--- config.mk ---
export PLATFORM = sky130hd
export DESIGN_NAME = stconv_ctl
export DESIGN_NICKNAME = d
export VERILOG_FILES = /design/src/rtl/stconv_pkg.sv /design/src/rtl/stconv_align.sv /design/src/rtl/stconv_ctl.sv
export SDC_FILE = /design/constraint.sdc
export NUM_CORES = 1
export LEC_CHECK = 0
export ABC_AREA = 1
export CAP_MARGIN = 30
export CORE_MARGIN = 1.5
export CORE_UTILIZATION = 50
export CTS_CLUSTER_DIAMETER = 100
export DETAILED_ROUTE_END_ITERATION = 12
export PLACE_DENSITY_LB_ADDON = 0.08
export SYNTH_ARGS = -nofsm -noshare
export SYNTH_HDL_FRONTEND = slang
export SYNTH_HIERARCHICAL = 1
export SYNTH_SLANG_ARGS = --single-unit
--- constraint.sdc ---
create_clock -name clock -period 7.3 [get_ports clock]
set_input_delay 1.46 -clock clock [delete_from_list [all_inputs] [get_ports clock]]
set_output_delay 1.46 -clock clock [all_outputs]
set_load 0.01 [all_outputs]
--- src/rtl/stconv_pkg.sv ---
// Shared definitions for the store-path converter: store funct3 codes and FSM states.
package stconv_pkg;

   localparam logic [2:0] F3_SB = 3'b000;
   localparam logic [2:0] F3_SH = 3'b001;
   localparam logic [2:0] F3_SW = 3'b010;

   typedef enum logic [1:0] {
      ST_IDLE  = 2'd0,
      ST_BEAT0 = 2'd1,
      ST_BEAT1 = 2'd2,
      ST_FIN   = 2'd3
   } stconv_state_e;

   function automatic logic f3_legal(input logic [2:0] f3);
      return (f3 == F3_SB) || (f3 == F3_SH) || (f3 == F3_SW);
   endfunction

endpackage

--- src/rtl/stconv_align.sv ---
// Combinational store aligner: masks the stored bytes and shifts data and byte enables
// across a two-word (64-bit) window so the caller can split straddling stores.
module stconv_align
   import stconv_pkg::*;
(
   input  logic [2:0]  funct3,
   input  logic [1:0]  offset,
   input  logic [31:0] data,
   output logic [7:0]  be8,
   output logic [63:0] d64
);

   logic [3:0]  mask;
   logic [31:0] dmask;

   always_comb begin
      case (funct3)
         F3_SB:   mask = 4'b0001;
         F3_SH:   mask = 4'b0011;
         F3_SW:   mask = 4'b1111;
         default: mask = 4'b0000;
      endcase
      // Unstored bytes are zeroed before the shift so disabled lanes read 0.
      dmask = '0;
      for (int unsigned i = 0; i < 4; i++) begin
         dmask[8*i +: 8] = mask[i] ? data[8*i +: 8] : 8'h00;
      end
      be8 = {4'b0000, mask} << offset;
      d64 = {32'h0000_0000, dmask} << {offset, 3'b000};
   end

endmodule

--- src/rtl/stconv_ctl.sv ---
// Store data converter: captures a store request, aligns it into word lanes and drives
// one or two word-aligned write beats on the data-memory handshake.
module stconv_ctl
   import stconv_pkg::*;
(
   input  logic        clock,
   input  logic        reset,
   input  logic        start,
   input  logic [31:0] ir,
   input  logic [31:0] addr,
   input  logic [31:0] wdata,
   output logic [31:0] mem_addr,
   output logic [31:0] mem_wdata,
   output logic [3:0]  mem_be,
   output logic        mem_req,
   input  logic        mem_ack,
   output logic        busy,
   output logic        done,
   output logic        err
);

   stconv_state_e state;
   logic [2:0]    f3_q;
   logic [1:0]    off_q;
   logic [31:0]   wdata_q;

   logic [2:0]    sel_f3;
   logic [1:0]    sel_off;
   logic [31:0]   sel_data;
   logic [7:0]    be8;
   logic [63:0]   d64;
   logic          unused_ir;

   assign unused_ir = ^{ir[31:15], ir[11:0]};

   // In IDLE the aligner sees the live request so beat 0 can be registered on the
   // accepting edge; afterwards it only sees the captured copy.
   always_comb begin
      if (state == ST_IDLE) begin
         sel_f3   = ir[14:12];
         sel_off  = addr[1:0];
         sel_data = wdata;
      end else begin
         sel_f3   = f3_q;
         sel_off  = off_q;
         sel_data = wdata_q;
      end
   end

   stconv_align u_align (
      .funct3 (sel_f3),
      .offset (sel_off),
      .data   (sel_data),
      .be8    (be8),
      .d64    (d64)
   );

   always_ff @(posedge clock or negedge reset) begin
      if (!reset) begin
         state     <= ST_IDLE;
         f3_q      <= '0;
         off_q     <= '0;
         wdata_q   <= '0;
         mem_addr  <= '0;
         mem_wdata <= '0;
         mem_be    <= '0;
         mem_req   <= 1'b0;
         busy      <= 1'b0;
         done      <= 1'b0;
         err       <= 1'b0;
      end else begin
         done <= 1'b0;
         err  <= 1'b0;
         case (state)
            ST_IDLE: begin
               if (start) begin
                  f3_q    <= ir[14:12];
                  off_q   <= addr[1:0];
                  wdata_q <= wdata;
                  busy    <= 1'b1;
                  if (f3_legal(ir[14:12])) begin
                     state     <= ST_BEAT0;
                     mem_req   <= 1'b1;
                     mem_addr  <= {addr[31:2], 2'b00};
                     mem_be    <= be8[3:0];
                     mem_wdata <= d64[31:0];
                  end else begin
                     state <= ST_FIN;
                     done  <= 1'b1;
                     err   <= 1'b1;
                  end
               end
            end
            ST_BEAT0: begin
               if (mem_ack) begin
                  if (be8[7:4] != 4'b0000) begin
                     state     <= ST_BEAT1;
                     mem_addr  <= mem_addr + 32'd4;
                     mem_be    <= be8[7:4];
                     mem_wdata <= d64[63:32];
                  end else begin
                     state     <= ST_FIN;
                     mem_req   <= 1'b0;
                     mem_addr  <= '0;
                     mem_be    <= '0;
                     mem_wdata <= '0;
                     done      <= 1'b1;
                  end
               end
            end
            ST_BEAT1: begin
               if (mem_ack) begin
                  state     <= ST_FIN;
                  mem_req   <= 1'b0;
                  mem_addr  <= '0;
                  mem_be    <= '0;
                  mem_wdata <= '0;
                  done      <= 1'b1;
               end
            end
            ST_FIN: begin
               state <= ST_IDLE;
               busy  <= 1'b0;
            end
            default: begin
               state <= ST_IDLE;
               busy  <= 1'b0;
            end
         endcase
      end
   end

endmodule

==> flow_summary.yaml <==
logic_synthesis:
  synth_top_area_share: 0.3647
  synthAdderAreaFrac: 0.008365
  postSynthAreaPerCell_sq_um: 6.799
  syn_area_sq_um: 7478
  yosysTopAreaCell: "dfrtp_1"
  ys_warn_count: 6
  synth_compound_area_frac: 0.1830
  netlist-cell-type-count: 45
  ys_seq_elements: 109
  ys_seq_area_frac: 0.3647
  synth-simple-area-share: 0.3264
  synth.top_cells.by_area: "dfrtp_1 36%, nand2_1 20%, o21ai_0 6.4%"
  synthMuxAreaShare: 0
  synth-xor-area-share: 0.001171
  netlist_instances: 1100
  synth_top_family_by_area: "simple AND/OR/NAND/NOR gates"
critical_path:
  cpLargestDelayFamily: "buffers and inverters"
  path_class: "reg2reg"
  worstPathCellList: "inv_1, ha_1, inv_2, nand2_1, o21ai_2, buf_4, inv_2, nor2_8, nand2_2, inv_1, inv_1, nand4_2, nand2_2, inv_4, a22o_1, nand2_1, nand2_1"
  cp_max_fo: 73
  critPathLaunchType: "flop"
  crit_buf_inv: 7
  cp.arrival_ps: 4850
  critical_path_required_ps: 7600
  cp-startpoint: "state[0]"
  endpoint_kind: "flop"
  cp_slowest_cell: "inv_2"
  r2r-start: "state[0]"
  cpPeakStageDelay_ps: 750
placement:
  port_buffers: 140
  pre_cts_slack_ps: 2498
  place_congestion: 0.9242
  place_inst: 1372
  dp_hpwl_um: 14870
timing:
  layout_setup_ws_ps: 2743
  fin_crit_ps: 4557
  tightest_slew_ps: 999.8
  min_period_over_period: 0.6243
  rsz0062_at_grt: "no"
  tns_ps: 0
  setup_viol: 0
  slew_headroom: 0.3325
  max_freq_mhz: 219.4
  final_max_slew_viol_count: 0
  skew_ps: 6.981
  finalHoldViolations: 0
floorplan:
  initial_core_util: 0.5126
  rows: 44
  die_w_um: 125.3
  core-area_sq_um: 14590
  design.die.area_sq_um: 15700
  pin_count: 172
  die_h_um: 125.3
clocking:
  cts_made_buffers: 9
  postCtsHoldBufs: 0
  ctsResizeCount: 0
  cts_setup_buffers: 0
  cts_tree: "done"
  h-tree-depth: 3
  clk_path_buf_depth: 2
  root_buffer: "clkbuf_16"
  clock_latency_ps: 360
  cts_num_sinks: 109
  cts.clk_slew.worst_paths_ps: 70
global_routing:
  grt_pass1_vias: 6953
  antenna_found_initial: 0
  grt_use_total: 0.2743
  grt_pass1_wl_um: 34550
  grt.overflow.total: 0
  grt_max_degree: 74
routing:
  wl_um: 20880
  highest_layer: "met4"
  route.detailed.drc: 0
  wl_met3_um: 1100
  post_drt_wl_per_cell_um: 15.04
  drtIter0Drc: 624
  drtPass1Iterations: 6
  num_vias: 7376
  ant_nets: 0
  via_per_inst: 5.314
  wl_met1_um: 8755
  met2_length_um: 10180
power_and_ir_drop:
  p_leak_nw: 4.448
  power.density_nw_per_um2: 461.7
  irDropWorstVdd_mv: 0.2157
  power_mw: 4.214
min_path:
  hp-start: "mem_be[3]"
  hold_class: "reg2reg"
status:
  outcome: "completed"
job:
  maxCapViolations: 0
final_layout:
  area_growth_syn_to_layout_pct: 22.03
  final_cell_count_no_fill: 1388
  antenna_cells: 0
  final_nets: 1304
  fill_cells: 1382
  drive_gt1_frac: 0.08140
==> Yosys cell counts, drive strengths merged <==
cell type  count
a31oi          2
o31ai          2
xor2           1
nand3b         1
a21boi        12
o21ai        109
nand4          4
a2bb2oi        1
a22oi          9
buf           49
a22o          33
o21bai         2
nand2        414
nand3         75
ha             5
or2            1
a21oi         33
conb           2
nor2          94
dfrtp        109
clkbuf        18
inv          121
nor3           2
o211ai         1
==> through the flow <==
| step | hold WS (ps) | utilization | instance area (sq um) |
|---|---|---|---|
| 4_1_cts | 483.5 | 0.6256 | 9126 |
| 5_1_grt | 501.9 | 0.6256 | 9126 |
| 2_1_floorplan | 449.2 | - | 7512 |
| 3_3_place_gp | 461.3 | 0.6021 | 8783 |
| 6_report | 478.2 | 0.6256 | 9126 |
| 3_5_place_dp | 464.6 | 0.6034 | 8803 |
==> cells by family (layout without fill, tap and decap cells) <==
family	count (synthesis)	after routing
compound gates	204	204
xor+xnor	1	1
buf+inv	188	283
flops	109	109
fa+ha+maj	5	5
simple gates	591	591
other cells	2	11
==> placed cells by master (no fill, tap or decap), types with 2 or more instances in the layout <==
master           netlist  layout
a21oi_1               16      16
o31ai_1                2       2
o21ai_2                1       3
nand2_4                3       3
dfrtp_1              109     109
a21boi_2              10      10
nand3_1               72      72
bufinv_16              0       2
nand2_2                7       8
a22o_1                33      33
inv_6                  0       2
nand3_2                3       3
clkbuf_16              0       9
clkdlybuf4s50_1        0     139
a22oi_1                3       3
o21ai_1               12      12
nand2_1              404     403
a21oi_2               17      17
a31oi_1                2       2
o21ai_0               95      93
inv_1                111     110
a22oi_2                6       6
nand4_1                3       3
nor2_1                84      84
ha_1                   5       5
o21bai_1               2       2
inv_2                  9      10
nor2_2                 8       8
buf_4                 16       6
conb_1                 2      11
clkinvlp_4             0       2
==> layer usage <==
metal | GRT usage | vias to the layer above
li1 | - | 3672
met1 | 0.3412 | 3385
met2 | 0.4693 | 266
met3 | 0.04750 | 53
met4 | 0.1197 | 0
met5 | 0 | -
==> report_power, final <==
part           internal (mW)  switching, mW
sequential             0.886          0.229
combinational          0.945           1.62
clock                  0.303          0.234
==> registers in the layout, summed over array words and instances, names as in the netlist <==
signal	count
mem_wdata	32
done	1
state	2
mem_req	1
mem_addr	30
f3_q	3
busy	1
err	1
mem_be	4
wdata_q	32
off_q	2
==> cell type report <==
class,instances,area (sq um),share of cell area
Timing Repair Buffer,146,1456,0.1596
Tap cell,184,230.2,0.02523
Sequential cell,109,2728,0.2989
Inverter,121,456.7,0.05004
Clock buffer,9,225.2,0.02468
Clock inverter,7,97.59,0.01069
Multi-Input combinational cell,812,3933,0.4309
==> worst register-to-register path: cells and delay by family, from the launching register on <==
family / cells / cell delay [ps]
buffers and inverters: 7 / 2180
AND/OR/NAND/NOR: 7 / 1220
flip-flops: 1 / 400
AO/OA/AOI/OAI: 2 / 380
adder cells (fa/ha/maj): 1 / 320
==> final timing paths <==
check                      slack (ps)             to  cells past startpoint
min in group asynchronous        1140   mem_addr[12]                      1
max reg2reg                      2740  mem_wdata[20]                     17
max in group asynchronous        4990   mem_wdata[9]                      2
min                               480      mem_be[3]                      2
max                              2740  mem_wdata[20]                     17
min reg2reg                       480      mem_be[3]                      2
Note: power is estimated with default switching activity, not from simulation.
